==> src/rtl/fbosc_ring.sv <==
// Feedback shift-register oscillator: one-hot ring or Johnson sequence with
// prescaled stepping, direction control, parallel load and illegal-state recovery.
module fbosc_ring #(
    parameter int unsigned WIDTH = 4,
    parameter int unsigned DIV_W = 8
) (
    input  logic             clk,
    input  logic             rst,
    input  logic             en,
    input  logic             mode,
    input  logic             dir,
    input  logic [DIV_W-1:0] div,
    input  logic             load,
    input  logic [WIDTH-1:0] load_val,
    output logic [WIDTH-1:0] q,
    output logic             tick,
    output logic             wrap,
    output logic             err
);

    localparam int unsigned CNT_W = $clog2(WIDTH + 1);
    localparam logic [WIDTH-1:0] SEED = WIDTH'(1);

    logic [DIV_W-1:0] pcnt;
    logic [CNT_W-1:0] ones_c;
    logic [CNT_W-1:0] edges_c;
    logic             legal_c;
    logic             step_c;
    logic [WIDTH-1:0] shifted_c;

    // Legality: ring needs exactly one hot bit, Johnson at most one 0/1 boundary.
    always_comb begin
        ones_c  = '0;
        edges_c = '0;
        for (int i = 0; i < WIDTH; i++) begin
            ones_c = ones_c + CNT_W'(q[i]);
        end
        for (int i = 0; i < WIDTH - 1; i++) begin
            edges_c = edges_c + CNT_W'(q[i] ^ q[i+1]);
        end
        legal_c = mode ? (edges_c <= CNT_W'(1)) : (ones_c == CNT_W'(1));
    end

    // Next shifted value for the current mode and direction.
    always_comb begin
        shifted_c = q;
        case ({mode, dir})
            2'b00:   shifted_c = {q[WIDTH-2:0], q[WIDTH-1]};
            2'b01:   shifted_c = {q[0], q[WIDTH-1:1]};
            2'b10:   shifted_c = {q[WIDTH-2:0], ~q[WIDTH-1]};
            default: shifted_c = {~q[0], q[WIDTH-1:1]};
        endcase
    end

    assign step_c = en && !load && (pcnt == div);

    // State, prescaler and single-cycle status pulses.
    always_ff @(posedge clk or negedge rst) begin
        if (!rst) begin
            q    <= SEED;
            pcnt <= '0;
            tick <= 1'b0;
            wrap <= 1'b0;
            err  <= 1'b0;
        end else begin
            tick <= 1'b0;
            wrap <= 1'b0;
            err  <= 1'b0;
            if (load) begin
                q    <= load_val;
                pcnt <= '0;
            end else if (step_c) begin
                pcnt <= '0;
                if (legal_c) begin
                    q    <= shifted_c;
                    tick <= 1'b1;
                    wrap <= (shifted_c == SEED);
                end else begin
                    q   <= SEED;
                    err <= 1'b1;
                end
            end else if (en) begin
                pcnt <= pcnt + DIV_W'(1);
            end
        end
    end

endmodule

==> config.mk <==
export PLATFORM = sky130hd
export DESIGN_NAME = fbosc_ring
export DESIGN_NICKNAME = d
export VERILOG_FILES = /design/src/rtl/fbosc_ring.sv
export SDC_FILE = /design/constraint.sdc
export NUM_CORES = 1
export LEC_CHECK = 0
export BUFFER_PORTS_ARGS = -buffer_cell sky130_fd_sc_hd__buf_2
export CELL_PAD_IN_SITES_DETAIL_PLACEMENT = 0
export CELL_PAD_IN_SITES_GLOBAL_PLACEMENT = 1
export CORE_MARGIN = 2
export CORE_UTILIZATION = 25
export DETAILED_ROUTE_END_ITERATION = 8
export PLACE_DENSITY_LB_ADDON = 0.12
export SLEW_MARGIN = 20
export SYNTH_ARGS = -nofsm -noshare
export SYNTH_HDL_FRONTEND = slang
export SYNTH_SLANG_ARGS = --single-unit
==> constraint.sdc <==
create_clock -name clk -period 2.5 [get_ports clk]
set_input_delay 0.25 -clock clk [delete_from_list [all_inputs] [get_ports clk]]
set_output_delay 0.25 -clock clk [all_outputs]
set_load 0.02 [all_outputs]
==> results of run 1 <==
through the flow:
| stage | cells | instance area, um2 | utilization [%] | setup slack [ps] | setup TNS (ps) |
|---|---|---|---|---|---|
| 5_1_grt | 198 | 1420 | 35.3 | -87.3 | -324 |
| 4_1_cts | 195 | 1360 | 33.8 | 19.1 | 0 |
| 6_report | 198 | 1420 | 35.3 | 31.5 | 0 |
| 3_3_place_gp | 187 | 1270 | 31.6 | 45.4 | 0 |
| 2_1_floorplan | 114 | 1080 | - | 23.4 | 0 |
| 3_5_place_dp | 187 | 1270 | 31.6 | -5.70 | -10.1 |
what timing repair did:
item / in CTS / in global routing
setup endpoints to repair: 3 / 6
setup buffers: 3 / 3
pin swaps: 3 / 2
hold endpoints to repair: 14 / 0
hold buffers: 1 / 0
resized for setup: 1 / 8
worst paths after layout:
path	from	to	slack, ps	cells after the start
max reg2reg	q[0]	q[1]	30	10
min reg2reg	pcnt[7]	pcnt[7]	570	2
min in group asynchronous	rst	pcnt[3]	450	2
min	load_val[1]	q[1]	220	3
max in group asynchronous	rst	q[0]	1740	2
max	q[0]	q[1]	30	10
routing by layer:
layer  global-route usage, %  share of wire, %
met2                    22.4                55
met3                    1.90               2.9
met4                    3.92              0.60
met5                       0                 0
met1                    13.0                42
flip-flops by register name, indices dropped and copies added, names as in the netlist:
signal,count
wrap,1
pcnt,8
q,4
tick,1
err,1
layout make-up:
type | instances | share of cell area (%)
tap | 50 | 4.39
multi-input combinational | 86 | 49.3
timing repair buffer | 34 | 14.1
clock inverter | 1 | 0.351
inverter | 9 | 2.37
sequential | 15 | 26.5
clock buffer | 3 | 2.90
cells in the mapped netlist, drive strengths merged (2+ instances only):
cell and number:
and2 2, and4 2, o221ai 2, nor2 11, clkbuf 3, o21ai 5
nand2 9, nor3 5, dfrtp 14, o2111ai 3, a22oi 2, inv 9
xnor2 12, xor2 6, ha 4, fa 2, o211ai 2, nand3 4
mux2i 3
power breakdown:
group / switching (mW) / internal [mW]
sequential: 0.0132 / 0.254
combinational: 0.115 / 0.109
clock: 0.0928 / 0.110
total: 0.221 / 0.473
layout by cell type (no fill, tap or decap), types with 2 or more instances in the layout:
master and count:
inv_1 7, o221ai_2 2, xor2_1 6, dfrtp_1 13, o211ai_1 2, o21ai_0 5, xnor2_1 12, ha_1 2
nand2_1 9, o2111ai_1 3, buf_4 8, and2_1 2, nor2_1 11, a22oi_1 2, ha_4 2, and4_1 2
buf_2 24, mux2i_1 3, nand3_1 4, clkbuf_8 3, fa_1 2, inv_2 2, nor3_1 4
tightest hold or removal path: stages:
cell and delay (ps):
buf_2 80, nand2_1 50, o221ai_2 50
cell families (layout without fill, tap and decap cells):
kind of cell    count (synthesis)  count (layout)  synth area share [%]
xor+xnor                       18              18                  14.9
flops                          15              15                  35.5
fa+ha+maj                       6               6                  8.50
compound gates                 19              19                  14.4
simple gates                   40              40                  19.2
mux                             3               3                  2.83
buf+inv                        13              47                  4.60
==> key figures, run 1 <==
Synthesis
  – Top FF cell, synth: dfrtp_1
  – Largest area contributor in the netlist: dfrtp_1
  – Share of flip-flops with an asynchronous set or reset: 100%
  – Mapped Avg Cell Area: 9.30 um2
  – Yosys top cell area share: 33.1%
  – Post-Syn Nets: 138
  – Cell Area, Synth: 1060 um2
  – Mapped Cells: 114
  – Synthesized flop and latch total: 15
  – Yosys warnings: 0
  – Register area share after synthesis: 35.5%
  – Number of flops mapped to enable cells by yosys: 0
  – Post-synth cell types: 33
  – Synth top area cells: dfrtp_1 (33%), xnor2_1 (9.9%), xor2_1 (5.0%), ha_1 (4.7%), nor2_1 (3.9%)

Pwr
  – Power Density: 488 nW/um2
  – Worst IR Drop VDD: 0.000185 V
  – LEAKAGE: 0.632 nW
  – Power, Total: 694 uW

Die
  – Initial Util: 26.3%
  – Die X: 69.1 um
  – IO Pins: 25
  – Site Rows: 23
  – Die height: 69.1 um
  – Core area: 4030 um2
  – Die ar.: 4780 um2

Critical path
  – Buf/Inv on CP: 3
  – Critical path arrival: 2630 ps
  – Critical path's largest stage delay: 540 ps
  – CP required: 2660 ps
  – Critical Path Source Type: flop
  – Cell Chain, Critical Path: inv_2 -> fa_1 -> inv_2 -> ha_4 -> ha_4 -> nor4b_4 -> a21oi_2 -> nand4b_1 -> buf_6 -> o221ai_2
  – Slowest CP cell: dfstp_2
  – Crit Path Class: reg -> reg
  – Top delay family on crit path: adder cells
  – Element type at the critical path end: flop
  – Maximum fanout along the worst path: 5

GRT
  – Total gr overflow: 0
  – Vias in the first global route: 1004
  – Initial antenna violation count: 0
  – Total GRT Usage: 11.7%
  – Largest net degree at the start of global routing: 16
  – First-pass GRT wire length: 4510 um

Cells and area
  – Multi-input gate area: 702 um2
  – Sequential cell area: 378 um2
  – Area grow syn2layout: 34.4%
  – Nets@finish: 173
  – Fraction of layout cells with a size suffix above 1: 33.8%
  – Fillers: 442
  – Ant. Diodes: 0

Placed design
  – Hpwl dp: 2070 um
  – RD Place Congestion: 0.739
  – Port Buf Inserts: 24

Detailed routing
  – DRT iter0 DRCs: 17
  – ANT nets after route: 0
  – Vias: 917
  – DR DRC count: 0
  – Routed WL: 2670 um
  – WL/cell: 13.5 um
  – TritonRoute pass-1 iters: 4
  – Via density: 4.63

CTS
  – Clock Tree Root: clkbuf_8
  – Total CTS buffers: 3
  – H-tree depth: 1
  – Later-pin clock latency in the skew report: 250 ps
  – TritonCTS clock tree: yes
  – Clock slew at reported path FFs: 70 ps
  – Clock buffer depth: 2
  – Clock Sinks: 15

Timing
  – Hold WS: 220 ps
  – Fin crit share: 98.7%
  – Final setup viols: 0
  – Worst slew margin: 64.8%
  – Slew @ Worst Pin: 528 ps
  – Final Max Slew Viols: 0
  – RSZ-0062 raised after global routing: true
  – Final Skew: 1.30 ps
  – Clock period minus worst slack: 2470 ps
  – Final Hold Viols: 0
  – Fmax: 405 MHz

Hold path
  – Worst hold path type: in -> reg

Run
  – Max Cap Viol: 0

Outcome
  – Outcome: finished clean
No activity file was read; power rests on OpenSTA's default activity.
==> run 2, diff against run 1 <==
PLACE_DENSITY_LB_ADDON = 0.1   (was 0.12)
RECOVER_POWER = 50   (was default)
==> run 2 against run 1 <==
Effect of this change:
- first-iteration DRC count grew 59%
- core utilization shrank 0.59 points
- non-clock buffer count shrank 2
- highest routed layer unchanged
- via count shrank 1.7%
- cell area shrank 1.7%
==> key figures, run 2 (synthesized netlist as in run 1, its figures left out) <==
Timing
  – Fmax: 403 MHz (-0.41%)
  – RSZ-0062 raised after global routing: true
  – Final worst slack: 21.3 ps (-10.2 ps)
  – Final Max Slew Viols: 0 (unchanged)
  – Final Hold Viols: 0 (unchanged)
  – Hold WS: 231 ps (+11.1 ps)
  – Setup tns final: 0 ps (unchanged)
  – Slew @ Worst Pin: 852 ps (+324 ps)
  – Final setup viols: 0 (unchanged)
  – Worst slew margin: 43.2% (-22 points)
  – Clock period minus worst slack: 2480 ps (+10.2 ps)
  – Fin crit share: 99.1% (+0.41 points)
  – Final Skew: 3.26 ps (+1.95 ps)

CTS
  – Later-pin clock latency in the skew report: 250 ps (about the same)
  – Clock Tree Root: clkbuf_8
  – Clock slew at reported path FFs: 70 ps (about the same)
  – Clock buffer depth: 2 (unchanged)
  – Total CTS buffers: 3 (unchanged)
  – H-tree depth: 1 (unchanged)
  – Clock Sinks: 15 (unchanged)
  – TritonCTS clock tree: yes

Detailed routing
  – DRT iter0 DRCs: 27 (+10)
  – DR DRC count: 0 (unchanged)
  – TritonRoute pass-1 iters: 4 (unchanged)
  – WL/cell: 13.4 um (-0.57%)
  – Vias: 901 (-1.7%)
  – ANT nets after route: 0 (unchanged)
  – Via density: 4.60 (-0.74%)
  – Routed WL: 2630 um (-1.6%)

Placed design
  – Place WS: -28.6 ps (-22.9 ps)
  – Hpwl dp: 2030 um (-1.9%)
  – Placed Cells incl. Taps: 188 (+0.53%)
  – Port Buf Inserts: 24 (unchanged)
  – DP Area: 1280 um2 (+0.59%)
  – RD Place Congestion: 0.731 (-1.1%)

GRT
  – Total GRT Usage: 11.4% (-0.38 points)
  – Largest net degree at the start of global routing: 16 (unchanged)
  – Vias in the first global route: 965 (-3.9%)
  – First-pass GRT wire length: 4340 um (-3.8%)
  – Total gr overflow: 0 (unchanged)
  – Initial antenna violation count: 0 (unchanged)

Critical path
  – Cell Chain, Critical Path: inv_2 -> fa_1 -> inv_2 -> ha_4 -> ha_4 -> nor4b_4 -> a21oi_2 -> nand4b_1 -> buf_6 -> o211ai_1
  – Critical path's largest stage delay: 540 ps (about the same)
  – Critical path arrival: 2650 ps (+20 ps)
  – Buf/Inv on CP: 3 (unchanged)
  – Element type at the critical path end: flop
  – Reg-to-reg startpoint: q[0]
  – Cell count of the worst reg-to-reg path: 10 (unchanged)
  – Worst Setup SP: q[0]
  – CP required: 2670 ps (about the same)
  – Stages on the worst setup path: 10 (unchanged)
  – R2R Setup Slk: 20 ps (about the same)
  – Slowest CP cell: dfstp_2
  – CP endpoint: q[3]
  – Top delay family on crit path: adder cells
  – Critical Path Source Type: flop
  – Crit Path Class: reg -> reg
  – Reg2reg end: q[3]
  – Maximum fanout along the worst path: 5 (unchanged)

Hold path
  – Worst hold path type: in -> reg

Cells and area
  – Most frequent cells in the layout: buf_2 (22), dfrtp_1 (13), xnor2_1 (12)
  – Final instance area: 1400 um2 (-1.7%)
  – Area grow syn2layout: 32.1%
  – Top Registers: pcnt x8, q x4
  – Biggest register: pcnt
  – Fraction of layout cells with a size suffix above 1: 32.2% (-1.6 points)
  – Nets@finish: 171 (-1.2%)
  – Commonest non-fill, non-tap cell in the layout: buf_2
  – Ant. Diodes: 0 (unchanged)
  – Util after Layout: 34.8% (-0.59 points)
  – Max reg flops: 8 (unchanged)
  – Fillers: 445 (+0.68%)
  – Layout Cells excl Fill: 196 (-1.0%)

Pwr
  – Power Density: 486 nW/um2 (-0.39%)
  – Switch share: 32.0% (+0.15 points)
  – LEAKAGE: 0.606 nW (-4.1%)
  – Share of total power in sequential cells: 39.1% (+0.6 points)
  – Clock group share of total power: 30.1% (+0.8 points)
  – Worst IR Drop VDD: 0.000199 V (+7.4%)
  – Power, Total: 680 uW (-2.1%)
  – Combinational power share: 30.8% (-1.5 points)
  – Internal Pwr Total: 462 uW (-2.3%)
  – Sw Pwr: 218 uW (-1.6%)

Die
  – Core area: 4030 um2 (unchanged)
  – Site Rows: 23 (unchanged)
  – Die X: 69.1 um (unchanged)
  – Initial Util: 26.3% (unchanged)
  – Die ar.: 4780 um2 (unchanged)
  – IO Pins: 25 (unchanged)
  – Die height: 69.1 um (unchanged)

Run
  – Max Cap Viol: 0 (unchanged)

Outcome
  – Outcome: finished clean
[run 2: cell types whose count changed in the layout (fill, tap and decap cells not counted)]
cell      change
clkbuf_1      +2
inv_2         +1
nor3_4        -1
buf_4         -2
buf_2         -2
inv_1         -1
nor3_2        +1
[run 2: worst min-delay path by stage]
| stage | from | endpoint | cells after the start |
|---|---|---|---|
| CTS | load_val[1] | q[1] | 3 |
| global route | load_val[1] | q[1] | 3 |
| detailed placement | rst | pcnt[0] | 1 |
| finish | load_val[1] | q[1] | 3 |
| global placement | rst | pcnt[0] | 1 |
| floorplan | rst | err | 0 |
[run 2: per-layer routing]
metal  global-route usage [%]  vias up  part of all wire, %  wire [um]
met4                     4.58        0                 0.91         24
met1                     13.0      418                   42       1090
li1                         -      461                    -          -
met3                     2.05        2                  4.6        120
met5                        0        -                    0          0
met2                     20.6       20                   53       1390
[run 2: final cells by class]
class	instances	area, um2	share of cell area [%]
Clock buffer	3	41.3	2.95
Clock inverter	1	5.00	0.357
Inverter	9	33.8	2.41
Multi-Input combinational cell	86	696	49.7
Sequential cell	15	378	27.0
Tap cell	50	62.6	4.47
Timing Repair Buffer	32	184	13.1
[run 2: power groups by stage]
stage | sequential [mW] | combinational, mW | clock, mW
floorplan | 0.280 | 0.108 | 0
global placement | 0.271 | 0.179 | 0
detailed placement | 0.270 | 0.181 | 0
CTS | 0.265 | 0.183 | 0.211
global route | 0.268 | 0.233 | 0.224
finish | 0.266 | 0.209 | 0.205
[run 2: worst register-to-register path, cell delays in order (launching register included)]
cell and delay, ps:
dfstp_2 540, inv_2 40, fa_1 510, inv_2 50
ha_4 160, ha_4 240, nor4b_4 300, a21oi_2 60
nand4b_1 190, buf_6 160, o211ai_1 160
[run 2: repair_timing]
action	CTS	global route
gates resized for setup	0	9
pin swaps	1	4
hold buffers	1	0
gates cloned	0	0
setup endpoints to repair	4	5
buffers inserted	1	2
hold endpoints to repair	14	0
==> run 3, diff against run 2 <==
CORE_ASPECT_RATIO = 0.5   (was default)
CORE_UTILIZATION = 35   (was 25)
==> run 3 against run 2 <==
Effect of this change:
- critical path depth up 1
- routed wire length is 7.9% lower
- maximum frequency is 1.0% higher
- critical path type unchanged
==> key figures, run 3 (synthesized netlist as in run 1, its figures left out) <==
Outcome
  – Outcome: finished clean

Timing
  – Setup tns final: 0 ps (unchanged)
  – Final Skew: 4.69 ps (+1.43 ps)
  – Final Hold Viols: 0 (unchanged)
  – Slew @ Worst Pin: 831 ps (-21.6 ps)
  – Hold WS: 223 ps (-7.86 ps)
  – Fin crit share: 98.2% (-0.98 points)
  – Clock period minus worst slack: 2450 ps (-24.6 ps)
  – Worst slew margin: 44.6% (+1.4 points)
  – Fmax: 407 MHz (+1.0%)
  – Final setup viols: 0 (unchanged)
  – RSZ-0062 raised after global routing: true
  – Final Max Slew Viols: 0 (unchanged)

Die
  – Site Rows: 14 (-39%)
  – Die ar.: 3510 um2 (-26%)
  – IO Pins: 25 (unchanged)
  – Die X: 81.8 um (+18%)
  – Core area: 2940 um2 (-27%)
  – Initial Util: 36.0% (+9.7 points)
  – Die height: 42.9 um (-38%)

Pwr
  – Worst IR Drop VDD: 0.000217 V (+9.1%)
  – LEAKAGE: 0.614 nW (+1.2%)
  – Power, Total: 685 uW (+0.67%)
  – Power Density: 500 nW/um2 (+2.9%)

Placed design
  – RD Place Congestion: 0.744 (+1.7%)
  – Port Buf Inserts: 24 (unchanged)
  – DP Area: 1270 um2 (-0.39%)
  – Hpwl dp: 1880 um (-7.5%)

GRT
  – First-pass GRT wire length: 4160 um (-4.1%)
  – Total GRT Usage: 16.0% (+4.6 points)
  – Total gr overflow: 0 (unchanged)
  – Initial antenna violation count: 0 (unchanged)
  – Largest net degree at the start of global routing: 16 (unchanged)
  – Vias in the first global route: 920 (-4.7%)

Detailed routing
  – Vias: 904 (+0.33%)
  – Routed WL: 2420 um (-7.9%)
  – ANT nets after route: 0 (unchanged)
  – TritonRoute pass-1 iters: 4 (unchanged)
  – WL/cell: 12.9 um (-4.0%)
  – DRT iter0 DRCs: 19 (-30%)
  – Via density: 4.81 (+4.6%)
  – DR DRC count: 0 (unchanged)

Cells and area
  – Area grow syn2layout: 29.3%
  – Fillers: 298 (-33%)
  – Top Registers: pcnt x8, q x4
  – Fraction of layout cells with a size suffix above 1: 29.1% (-3.1 points)
  – Most frequent cells in the layout: buf_2 (22), dfrtp_1 (13), xnor2_1 (12)
  – Max reg flops: 8 (unchanged)
  – Commonest non-fill, non-tap cell in the layout: buf_2
  – Ant. Diodes: 0 (unchanged)
  – Biggest register: pcnt
  – Nets@finish: 173 (+1.2%)
  – Final instance area: 1370 um2 (-2.1%)

CTS
  – Clock Tree Root: clkbuf_8
  – Clock buffer depth: 2 (unchanged)
  – TritonCTS clock tree: yes
  – Later-pin clock latency in the skew report: 250 ps (about the same)
  – H-tree depth: 1 (unchanged)
  – Clock Sinks: 15 (unchanged)
  – Clock slew at reported path FFs: 60 ps (about the same)
  – Total CTS buffers: 3 (unchanged)

Critical path
  – Critical Path Source Type: flop
  – Element type at the critical path end: flop
  – Top delay family on crit path: adder cells
  – Slowest CP cell: dfstp_2
  – Crit Path Class: reg -> reg
  – Maximum fanout along the worst path: 2 (-3)
  – Critical path arrival: 2620 ps (-30 ps)
  – Buf/Inv on CP: 4 (+1)
  – Critical path's largest stage delay: 530 ps (about the same)
  – Cell Chain, Critical Path: inv_2 -> fa_1 -> inv_1 -> ha_2 -> ha_4 -> nor4b_4 -> a21oi_2 -> buf_4 -> buf_4 -> o2111ai_1 -> nand3_1
  – CP most frequent cell: buf_4
  – CP required: 2660 ps (about the same)

Run
  – Max Cap Viol: 0 (unchanged)

Hold path
  – Worst hold path type: in -> reg
run 3: changes by cell type in the layout (fill, tap and decap cells not counted), sizes merged:
cell	delta
buf	+2
clkinv	-1
clkbuf	+1
run 3: what timing repair did:
item                       4_1_cts  5_1_grt
hold buffers                     1        0
pin swaps                        4        4
buffers inserted                 2        2
setup endpoints to repair        4        4
hold endpoints to repair        14        0
gates resized for setup          2        0
run 3: path summary, 6_finish.rpt:
kind / slack [ps] / cells after the start / endpoint / start
min: 220 / 3 / q[2] / load_val[2]
min in group asynchronous: 610 / 2 / pcnt[5] / rst
min reg2reg: 570 / 2 / pcnt[7] / pcnt[7]
max in group asynchronous: 1320 / 2 / q[1] / rst
max reg2reg: 50 / 11 / q[0] / q[0]
max: 50 / 11 / q[0] / q[0]
run 3: final cells by class:
type / instances / area [um2] / share of cell area (%)
multi-input cells: 86 / 668 / 48.8
clock buffers: 4 / 45.0 / 3.29
repair buffers: 34 / 195 / 14.2
well taps: 40 / 50.0 / 3.65
inverters: 9 / 33.8 / 2.47
flip-flops and latches: 15 / 378 / 27.6
run 3: routing by layer:
metal	vias up	part of all wire [%]	track usage (%)
met1	421	52	22.3
met3	2	4.3	5.11
li1	467	-	-
met5	-	0	0
met2	14	43	24.6
met4	0	0.41	3.00
run 3: per-stage QoR:
step | setup slack [ps] | util [%] | cells
after floorplan | 23.4 | - | 114
after global placement | 27.4 | 43.3 | 179
after detailed placement | -35.7 | 43.3 | 179
after CTS | -8.99 | 46.1 | 186
after global routing | -75.8 | 46.6 | 188
final | 45.9 | 46.6 | 188
run 3: power breakdown:
group / internal [mW] / total [mW] / switching (mW) / leakage, nW
clock: 0.113 / 0.199 / 0.0858 / 0.0228
combinational: 0.111 / 0.220 / 0.109 / 0.393
sequential: 0.254 / 0.266 / 0.0121 / 0.198
run 3: tightest hold or removal path: stages:
cell and delay [ps]:
buf_2 70, nand2_1 40, o221ai_1 60
